[src/rtl/audio_i2s_tx.sv]
// audio_i2s_tx: stereo I2S serializer for the codec DAC path.
// SoC frames {left,right} are buffered in a small FIFO and shifted out
// MSB-first on audio_DACDAT, framed by the codec-mastered BCLK/DACLRCK.
// Both codec clocks are synchronized into clk_fpga; all serializer
// activity happens on detected BCLK falling edges.
// Optional feature macro: AUDIO_TX_UNDERRUN_CNT_EN (saturating underrun counter).
module audio_i2s_tx #(
  parameter int DATA_W     = 16,
  parameter int FIFO_DEPTH = 8
) (
  input  logic                          clk_fpga,
  input  logic                          rst,
  input  logic                          s_valid,
  output logic                          s_ready,
  input  logic [DATA_W-1:0]             s_left,
  input  logic [DATA_W-1:0]             s_right,
  input  logic                          audio_BCLK,
  input  logic                          audio_DACLRCK,
  output logic                          audio_DACDAT,
  output logic [$clog2(FIFO_DEPTH):0]   fifo_level,
  output logic                          underrun,
  output logic [15:0]                   underrun_count
);

  localparam int PTR_W = $clog2(FIFO_DEPTH);
  localparam int LVL_W = PTR_W + 1;
  localparam int CNT_W = $clog2(DATA_W + 1);

  typedef enum logic {ST_IDLE, ST_RUN} state_t;

  // Codec clock synchronizers
  logic bclk_meta_q, bclk_sync_q, bclk_hist_q;
  logic lrck_meta_q, lrck_sync_q;
  logic lrck_prev_q;

  // FIFO storage and bookkeeping
  logic [2*DATA_W-1:0] mem_q [FIFO_DEPTH];
  logic [PTR_W-1:0]    wr_ptr_q, rd_ptr_q;
  logic [LVL_W-1:0]    level_q, level_d;

  // Serializer state
  state_t              state_q;
  logic [DATA_W-1:0]   shreg_q;
  logic [DATA_W-1:0]   frame_r_q;
  logic [CNT_W-1:0]    bits_q;
  logic                dacdat_q;

  logic                bclk_fall, lrck_fall_edge, lrck_rise_edge;
  logic                full, empty, push, pop_req, pop_ok;
  logic [2*DATA_W-1:0] pop_data;
  logic [DATA_W-1:0]   load_l, load_r;

  // Two-stage synchronizers plus BCLK history for edge detection
  always_ff @(posedge clk_fpga) begin
    if (rst) begin
      bclk_meta_q <= 1'b0;
      bclk_sync_q <= 1'b0;
      bclk_hist_q <= 1'b0;
      lrck_meta_q <= 1'b0;
      lrck_sync_q <= 1'b0;
    end else begin
      bclk_meta_q <= audio_BCLK;
      bclk_sync_q <= bclk_meta_q;
      bclk_hist_q <= bclk_sync_q;
      lrck_meta_q <= audio_DACLRCK;
      lrck_sync_q <= lrck_meta_q;
    end
  end

  assign bclk_fall      = !bclk_sync_q && bclk_hist_q;
  assign lrck_fall_edge = bclk_fall && lrck_prev_q && !lrck_sync_q;
  assign lrck_rise_edge = bclk_fall && !lrck_prev_q && lrck_sync_q;

  // A left-slot start always requests a frame; the one that locks IDLE does too.
  assign full     = (level_q == LVL_W'(FIFO_DEPTH));
  assign empty    = (level_q == '0);
  assign s_ready  = !full;
  assign push     = s_valid && !full;
  assign pop_req  = lrck_fall_edge;
  assign pop_ok   = pop_req && !empty;
  assign underrun = pop_req && empty;

  assign pop_data = mem_q[rd_ptr_q];
  assign load_l   = pop_ok ? pop_data[2*DATA_W-1:DATA_W] : '0;
  assign load_r   = pop_ok ? pop_data[DATA_W-1:0]        : '0;

  // Next FIFO level; simultaneous push and pop cancel out
  always_comb begin
    level_d = level_q;
    case ({push, pop_ok})
      2'b10:   level_d = level_q + LVL_W'(1);
      2'b01:   level_d = level_q - LVL_W'(1);
      default: level_d = level_q;
    endcase
  end

  // FIFO pointers and level
  always_ff @(posedge clk_fpga) begin
    if (rst) begin
      wr_ptr_q <= '0;
      rd_ptr_q <= '0;
      level_q  <= '0;
    end else begin
      if (push)   wr_ptr_q <= wr_ptr_q + PTR_W'(1);
      if (pop_ok) rd_ptr_q <= rd_ptr_q + PTR_W'(1);
      level_q <= level_d;
    end
  end

  // Frame storage, no reset so it maps onto RAM
  always_ff @(posedge clk_fpga) begin
    if (push) mem_q[wr_ptr_q] <= {s_left, s_right};
  end

  // Serializer FSM: slot tracking, word load, MSB-first shift with 1-bit delay
  always_ff @(posedge clk_fpga) begin
    if (rst) begin
      state_q     <= ST_IDLE;
      lrck_prev_q <= 1'b0;
      shreg_q     <= '0;
      frame_r_q   <= '0;
      bits_q      <= '0;
      dacdat_q    <= 1'b0;
    end else if (bclk_fall) begin
      lrck_prev_q <= lrck_sync_q;
      if (lrck_fall_edge) begin
        // Left slot starts (and locks IDLE); this edge is the I2S delay bit
        state_q   <= ST_RUN;
        frame_r_q <= load_r;
        shreg_q   <= load_l;
        bits_q    <= CNT_W'(DATA_W);
        dacdat_q  <= 1'b0;
      end else if (lrck_rise_edge) begin
        dacdat_q <= 1'b0;
        if (state_q == ST_RUN) begin
          shreg_q <= frame_r_q;
          bits_q  <= CNT_W'(DATA_W);
        end
      end else if (bits_q != '0) begin
        dacdat_q <= shreg_q[DATA_W-1];
        shreg_q  <= {shreg_q[DATA_W-2:0], 1'b0};
        bits_q   <= bits_q - CNT_W'(1);
      end else begin
        // Slot padding after the word has been sent
        dacdat_q <= 1'b0;
      end
    end
  end

  assign audio_DACDAT = dacdat_q;
  assign fifo_level   = level_q;

`ifdef AUDIO_TX_UNDERRUN_CNT_EN
  logic [15:0] und_cnt_q;

  // Saturating count of failed pops
  always_ff @(posedge clk_fpga) begin
    if (rst) begin
      und_cnt_q <= '0;
    end else if (underrun && (und_cnt_q != 16'hFFFF)) begin
      und_cnt_q <= und_cnt_q + 16'd1;
    end
  end

  assign underrun_count = und_cnt_q;
`else
  assign underrun_count = '0;
`endif

endmodule
[config.mk]
export PLATFORM = sky130hd
export DESIGN_NAME = audio_i2s_tx
export DESIGN_NICKNAME = d
export VERILOG_FILES = /design/src/rtl/audio_i2s_tx.sv
export SDC_FILE = /design/constraint.sdc
export NUM_CORES = 1
export LEC_CHECK = 0
export CORE_MARGIN = 8
export CORE_UTILIZATION = 51
export CTS_CLUSTER_DIAMETER = 150
export DETAILED_ROUTE_END_ITERATION = 10
export PLACE_DENSITY = 0.69
export SYNTH_ARGS = -nofsm -noshare
export SYNTH_HDL_FRONTEND = slang
export SYNTH_SLANG_ARGS = --single-unit
[constraint.sdc]
create_clock -name clk_fpga -period 5.8 [get_ports clk_fpga]
set_clock_uncertainty 0.05 [all_clocks]
set_input_delay 1.16 -clock clk_fpga [delete_from_list [all_inputs] [get_ports clk_fpga]]
set_output_delay 1.16 -clock clk_fpga [all_outputs]
set_load 0.03 [all_outputs]
# After elaboration in Yosys (flattened, before gate mapping)
# Memories as Yosys holds them, arrays and structs flattened. A register that Yosys moved wholly into a read port is not among the register bits.
# Cells that the tools add are included.
[totals] in_bits=37 ram_bits=256 memories=1 regBits=55 word_cells=61 out_inout_bits=23
[op_classes] n_eq_ne=4 mux=18 n_addsub=5 n_reduce_logical=19
[memory_table] memory="mem_q" depth=8 width=32 read_ports=1 rd_clocked_by_memory_dff=1 wr=1 line_no="37" source="logic [2*DATA_W-1:0] mem_q [FIFO_DEPTH];"
[op_table] op="16-bit 2-to-1 mux" count=6
[op_table] op="5-bit 2-to-1 mux" count=4
[op_table] op="1-bit logical AND" count=8
[op_table] op="4-bit one-hot mux with 2 select lines" count=1
[op_table] op="3-bit by 1-bit adder with 3-bit output, second input constant" count=2
[op_table] op="3-bit 2-to-1 mux" count=2
[op_table] op="1-bit logical NOT" count=5
[op_table] op="1-bit 2-to-1 mux" count=5
[op_table] op="5-bit nonzero test" count=1
[op_table] op="5-bit by 1-bit subtractor with 5-bit output, second input constant" count=1
[op_table] op="4-bit by 1-bit adder with 4-bit output, second input constant" count=1
[op_table] op="4-bit == test, second input constant" count=1
[op_table] op="4-bit logical NOT" count=1
[op_table] op="4-bit by 1-bit subtractor with 4-bit output, second input constant" count=1
[op_table] op="3-bit by 2-bit inequality test with 1-bit output, second input constant" count=1
[op_table] op="3-bit AND reduction" count=1
[op_table] op="3-bit nonzero test" count=1
[op_table] op="2-bit by 1-bit == test with 1-bit output, second input constant" count=1
[op_table] op="2-bit == test, second input constant" count=1
[op_table] op="2-bit AND reduction" count=1
[op_table] op="2-bit nonzero test" count=1

# Logic depth before layout (Yosys ltp)
[depth] word_depth=7 ltp_mapped=12 mapped_depth_nobuf=9

# Worst setup path after synthesis
# OpenSTA, ideal clock, no wires.
[synth_timing] path_kind="reg2reg" start="reg level_q[1], in the netlist fifo_level[1]" end="mem mem_q[0][0] (netlist bit) (enable)" path_stages_with_launch=6 required_time_ps=5248 arrival_time_ps=4580 path_slack_ps=669 n_path_buf=2 setup_ps=502 cell_sequence="dfxtp_1 buf_2 or4b_1 clkbuf_1 nand2_1 nor4_1"
[synth_between] elab_chain_cells=5
[synth_rtl] element="start: declaration" line_no="39" source="logic [LVL_W-1:0] level_q, level_d;"
[synth_rtl] element="start signal: assignment" line_no="106" source="level_q <= level_d;"
[synth_rtl] element="4-bit == test" line_no="75" source="assign full = (level_q == LVL_W'(FIFO_DEPTH));"
[synth_rtl] element="1-bit logical NOT"
[synth_rtl] element="via s_ready" line_no="14" source="output logic s_ready,"
[synth_rtl] element="1-bit logical AND" line_no="78" source="assign push = s_valid && !full;"
[synth_rtl] element="1-bit 2-to-1 mux" line_no="112" source="if (push) mem_q[wr_ptr_q] <= {s_left, s_right};"
[synth_rtl] element="1-bit 2-to-1 mux (not written as such)" line_no="112"
[synth_rtl] element="end: declaration" line_no="37"
# The timed path passes the listed nets, and every way through them passes these cells.

# Worst setup path in the final report
[layout_timing] start="reg bclk_hist_q" end="out underrun"
[layout_between] elab_chain_cells=4
[layout_rtl] element="start: declaration" line_no="32" source="logic bclk_meta_q, bclk_sync_q, bclk_hist_q;"
[layout_rtl] element="start signal: assignment" line_no="64" source="bclk_hist_q <= bclk_sync_q;"
[layout_rtl] element="1-bit logical AND" line_no="70" source="assign bclk_fall = !bclk_sync_q && bclk_hist_q;"
[layout_rtl] element="1-bit logical AND (2 in a row)" line_no="71" source="assign lrck_fall_edge = bclk_fall && lrck_prev_q && !lrck_sync_q;"
[layout_rtl] element="1-bit logical AND" line_no="81" source="assign underrun = pop_req && empty;"
[layout_rtl] element="end: declaration" line_no="21" source="output logic underrun,"
# Every way passes these cells.

==> reports/results.ini <==
[sta]
drv_slew = 0
setup_ws_ns = 1.45
tightestPinTransition_ns = 1.22
rsz0062_at_grt = no
min_period_ns = 4.35
fmax_mhz = 230
hold_viol = 0
tns_ns = 0
maxSlewHeadroom_pct = 18.1
setup_viol = 0
timing.final.crit_share_pct = 75.1

[route]
avgViaCountPerCell = 5.85
drc = 0
drt-total-wl_microns = 24100
wire_per_inst_microns = 21.8
dr_total_vias = 6469
drt_first_pass_iters = 5
ant_nets = 0
drtIter0Drc = 612

[setup_path]
rr_worst_depth = 9
worstPathArrival_ns = 3.14
critPathLaunchType = flip-flop
cp.required_ns = 4.59
regToRegEndpoint = fifo_level[2]$_SDFFE_PP0P_
timing_worst_setup_path_type = reg -> out
end_kind = output pin
path_cells = nor2b_1 > nand3b_1 > nor2_1 > clkdlybuf4s50_1
ff2ff_setup_slack_ns = 2.83
path_max_fanout = 16
crit_family = simple AND/OR/NAND/NOR gates
r2r_start = fifo_level[1]$_SDFFE_PP0P_
crit_buf_inv = 1
cp_slowest_cell = clkdlybuf4s50_1
max_stage_delay_ns = 0.72

[floorplan]
ioPinCount = 60
core-area_sq_um = 24000
initial_core_util_pct = 51.3
die_w_microns = 171
rows = 57
die_y_microns = 171
die-area_sq_um = 29400

[worst_hold_path]
holdCritStartpoint = frame_r_q[9]$_SDFFE_PP0P_
hold_end = frame_r_q[9]$_SDFFE_PP0P_
hold_path_class = reg -> reg
hold_depth = 2

[synthesis]
synth_seq_cells = 314
avgSynthCellArea_sq_um = 17.3
netlist_area_sq_um = 12300
synth_warnings = 0
synth_flop_cell = edfxtp_1
async_flop_share_pct = 0
synth-seq-area-share_pct = 71.8
synthesis.instances = 712
synth_edf_count = 256
ys_types = 48

[clock_network]
clkSlewWorstSetupHoldPaths_ns = 0.06
htreeDepth = 1
cts_tree = built
ctsHoldBuffers = 0
post_cts_resized = 0
clockBufferDepth = 3
cts_setup_buffers = 0
root_buffer = clkbuf_16
cts.sinks = 314
clk_latency_ns = 0.54
cts_buffers = 30

[global_route]
grt_usage_pct = 16.5
grt_pass1_vias = 6608
grt_start_max_net_pins = 56
gr-total-overflow = 0
grt_pass1_wl_microns = 37400
antenna_found_initial = 0

[final_layout]
finalNonFillerCells = 1106
nFillCells = 1788
area_growth_syn_to_layout_pct = 13.4
final_cell_mix = edfxtp_1 (256), dfxtp_1 (55), mux2i_1 (52)
multi_input_area_sq_um = 3200
drive_gt1_share_pct = 15.6
final_common_cell = edfxtp_1
nNetsFinal = 801
utilization_pct = 58.2
insertedDiodeCount = 0
final-seq-area_sq_um = 8850

[power_and_ir_drop]
p_leak_nw = 4.31
p_per_area_nw_per_um2 = 327
vdd_ir_drop_max_uv = 243
p_total_w = 0.00457

[placement]
pre_cts_slack_ns = 2.13
hpwlAfterDp_microns = 14200
gp_congestion = 0.816
dp_cells = 1050
port_buffers = 43

[run]
drv_cap = 0

[run_status]
outcome = complete, no violations

routing by layer:
metal / vias to the layer above / part of all wire (%) / global-route usage, % / routed length (microns)
met5: - / 0 / 0 / 0
met4: 0 / 2.2 / 5.07 / 539
met3: 48 / 5.5 / 2.43 / 1320
met2: 215 / 51 / 28.3 / 12300
met1: 3321 / 41 / 21.3 / 9930
li1: 2885 / - / - / -
sequential cells by signal, summed over array words and instances, names as in the netlist, named ones only:
| register | flops |
|---|---|
| rd_ptr_q | 3 |
| lrck_meta_q | 1 |
| lrck_sync_q | 1 |
| audio_DACDAT | 1 |
| bclk_hist_q | 1 |
| bits_q | 5 |
| state_q | 1 |
| fifo_level | 4 |
| bclk_meta_q | 1 |
| bclk_sync_q | 1 |
| mem_q | 256 |
| wr_ptr_q | 3 |
| lrck_prev_q | 1 |
| shreg_q | 16 |
| frame_r_q | 16 |
cells by family (layout without fill, tap and decap cells):
group / count (synthesis) / in the layout / share of synthesized area, %
flops: 314 / 314 / 71.8
simple gates: 136 / 136 / 5.72
mux: 100 / 100 / 13.0
compound gates: 85 / 85 / 5.16
buf+inv: 61 / 116 / 3.06
xor+xnor: 9 / 9 / 0.640
fa+ha+maj: 6 / 6 / 0.609
other cells: 1 / 16 / 0.0304
power breakdown:
part / internal (W) / total, W / switching, W / leakage (nW)
logic: 0.0000604 / 0.000168 / 0.000108 / 1.04
clock network: 0.00112 / 0.00190 / 0.000775 / 0.470
registers: 0.00249 / 0.00250 / 0.0000168 / 2.80
worst max path at each step:
stage,slack [ns],depth (start not counted),endpoint,start
finish,1.45,4,underrun,bclk_hist_q$_SDFF_PP0_
global route,1.25,4,underrun,bclk_hist_q$_SDFF_PP0_
CTS,1.50,4,underrun,bclk_hist_q$_SDFF_PP0_
detailed placement,2.13,4,underrun,bclk_hist_q$_SDFF_PP0_
global placement,2.17,4,mem_q[2][31]$_DFFE_PP_,s_valid
floorplan,0.67,5,mem_q[0][0]$_DFFE_PP_,fifo_level[1]$_SDFFE_PP0P_
Yosys cell counts (2+ instances only):
cell | n | share of area (%)
mux2i_1 | 52 | 4.2
inv_1 | 4 | 0.12
nand3_1 | 22 | 0.89
xor2_1 | 7 | 0.50
buf_2 | 9 | 0.37
o2111ai_1 | 4 | 0.28
o221ai_1 | 11 | 0.78
edfxtp_1 | 256 | 62
mux4_2 | 48 | 8.8
nor3_1 | 5 | 0.20
dfxtp_1 | 58 | 9.4
a21oi_1 | 12 | 0.49
clkbuf_1 | 17 | 0.52
nor2b_1 | 9 | 0.46
or4b_1 | 2 | 0.16
nor2_1 | 38 | 1.2
buf_4 | 22 | 1.3
xnor2_1 | 2 | 0.14
nand2_1 | 28 | 0.85
a22oi_1 | 13 | 0.79
nor4b_1 | 2 | 0.14
ha_1 | 6 | 0.61
o21ai_0 | 12 | 0.49
buf_6 | 7 | 0.64
nand2b_1 | 17 | 0.86
o221ai_2 | 4 | 0.49
nand4_1 | 2 | 0.10
a311oi_1 | 15 | 1.1
o21ai_1 | 9 | 0.37
per-stage QoR:
| stage | hold slack, ns | area (sq um) |
|---|---|---|
| final | 0.412 | 14000 |
| after global routing | 0.428 | 14000 |
| after CTS | 0.410 | 14000 |
| after detailed placement | 0.398 | 13000 |
| after global placement | 0.399 | 13000 |
| after floorplan | 0.364 | 12400 |
cell type report:
type,count,area share [%]
clock buffer,50,6.35
clock inverter,6,0.591
inverter,4,0.107
multi-input combinational,352,22.9
sequential,314,63.4
tap,324,2.90
timing repair buffer,56,3.78
tightest hold or removal path, stage by stage, from the launching register on:
cell     delay (ns)
dfxtp_1        0.31
nand2_1        0.05
o21ai_1        0.05
Power figures use the tool's default switching activity.
==> edit (same settings) <==
The parameter `FIFO_DEPTH` goes from 8 to 4.
--- a/src/rtl/audio_i2s_tx.sv
+++ b/src/rtl/audio_i2s_tx.sv
@@ -6,7 +6,7 @@
 // Optional feature macro: AUDIO_TX_UNDERRUN_CNT_EN (saturating underrun counter).
 module audio_i2s_tx #(
   parameter int DATA_W     = 16,
-  parameter int FIFO_DEPTH = 8
+  parameter int FIFO_DEPTH = 4
 ) (
   input  logic                          clk_fpga,
   input  logic                          rst,
Ports: changed (resized fifo_level); port bits go from 60 to 59. The function was not compared with the original's and may differ.
==> edit against the unedited design <==
Non-clock buffer count shrank 7; setup slack got worse by 110 ps; wire length down 43%; total power fell by 38%; critical path type unchanged; sequential power down 42%; sequential cell count down 132; area after synthesis is 40% lower; design area down 39%; largest cell class unchanged.
==> edit: results (changes against the unedited design) <==
* Psw at 0.000602 W (was 0.000899 W)
* Drt via density at 5.69 (was 5.85)
* Finished Layout Cells at 704 (was 1,106)
* Largest net degree at the start of global routing at 55 (was 56)
* M1 WL at 5940 um (was 9930 um)
* Layout cells sized above 1 at 17.9% (was 15.6%)
* Worst Tran Pin Value at 1100 ps (was 1220 ps)
* Dpl cells at 672 (was 1,050)
* Biggest regs: mem_q (128), frame_r_q (16), shreg_q (16) (was mem_q (256), frame_r_q (16), shreg_q (16))
* Synth Area in XOR/XNOR at 0.713% (was 0.640%)
* Hold Startpoint: lrck_meta_q (was frame_r_q[9])
* Hpwl dp at 8270 um (was 14,200 um)
* H-tree Lvls at 4 (was 1)
* Num CTS Buffers at 17 (was 30)
* Post-synthesis compound-gate area fraction at 10.5% (was 5.16%)
* Worst skew pair latency at 430 ps (was 540 ps)
* Outcome: finished, final reports clean (unchanged)
* Hold EP: lrck_sync_q (was frame_r_q[9])
* Met1 Resource Use GR at 20.0% (was 21.3%)
* R2R cell count at 8 (was 9)
* Detailed-router iteration count before antenna repair at 4 (was 5)
* Met2 Use GR at 25.0% (was 28.3%)
* Post-synthesis adder-cell area fraction at 1.29% (was 0.609%)
* Worst Hold Path Cells at 1 (was 2)
* Setup crit start: lrck_prev_q (was bclk_hist_q)
* Final Wtd Congestion at 0.760 (was 0.816)
* WL met3 at 717 um (was 1320 um)
* PortBufs at 42 (was 43)
* Sequential area share after synthesis at 66.8% (was 71.8%)
* R2R setup slack at 3030 ps (was 2830 ps)
* CTS Buffer Depth at 2 (was 3)
* CP arrival at 3260 ps (was 3140 ps)
* Leakage at 2.71 nW (was 4.31 nW)
* Cells after synthesis at 470 (was 712)
* Synth top area cells: edfxtp_1 52%, dfxtp_1 15%, mux4_2 9.8%, a22oi_1 3.3%, buf_4 2.1% (was edfxtp_1 62%, dfxtp_1 9.4%, mux4_2 8.8%, mux2i_1 4.2%, buf_4 1.3%)
-- edit: cell types whose count changed in the layout (fill, tap and decap cells not counted), sizes merged, moves of 16 or more --
cell and change:
mux4 -16, a22oi +19, clkbuf -33, nand3 -20, mux2i -52, edfxtp -128
-- edit: area by class of cell --
cell class / instances / area [um^2]
multi-input cells: 247 / 2170
inverters: 10 / 37.5
clock buffers: 17 / 425
clock inverters: 15 / 216
repair buffers: 49 / 468
well taps: 184 / 230
flip-flops and latches: 182 / 4930
fillers: 1095 / 5840
-- edit: metrics by stage --
stage	cell area (um^2)	setup slack, ps	utilization [%]	power [W]	hold slack, ps
global route	8470	1140	59.2	0.00292	431
CTS	8470	1340	59.2	0.00285	417
floorplan	7430	3020	-	0.00157	364
detailed placement	7830	1820	54.7	0.00163	401
global placement	7830	1930	54.7	0.00162	406
finish	8470	1330	59.2	0.00283	414
-- edit: worst max-delay path: stages, from the launching register on --
cell             delay [ps]
dfxtp_1                 910
inv_1                   280
or3_1                   690
nor2_1                  250
clkdlybuf4s50_1         700
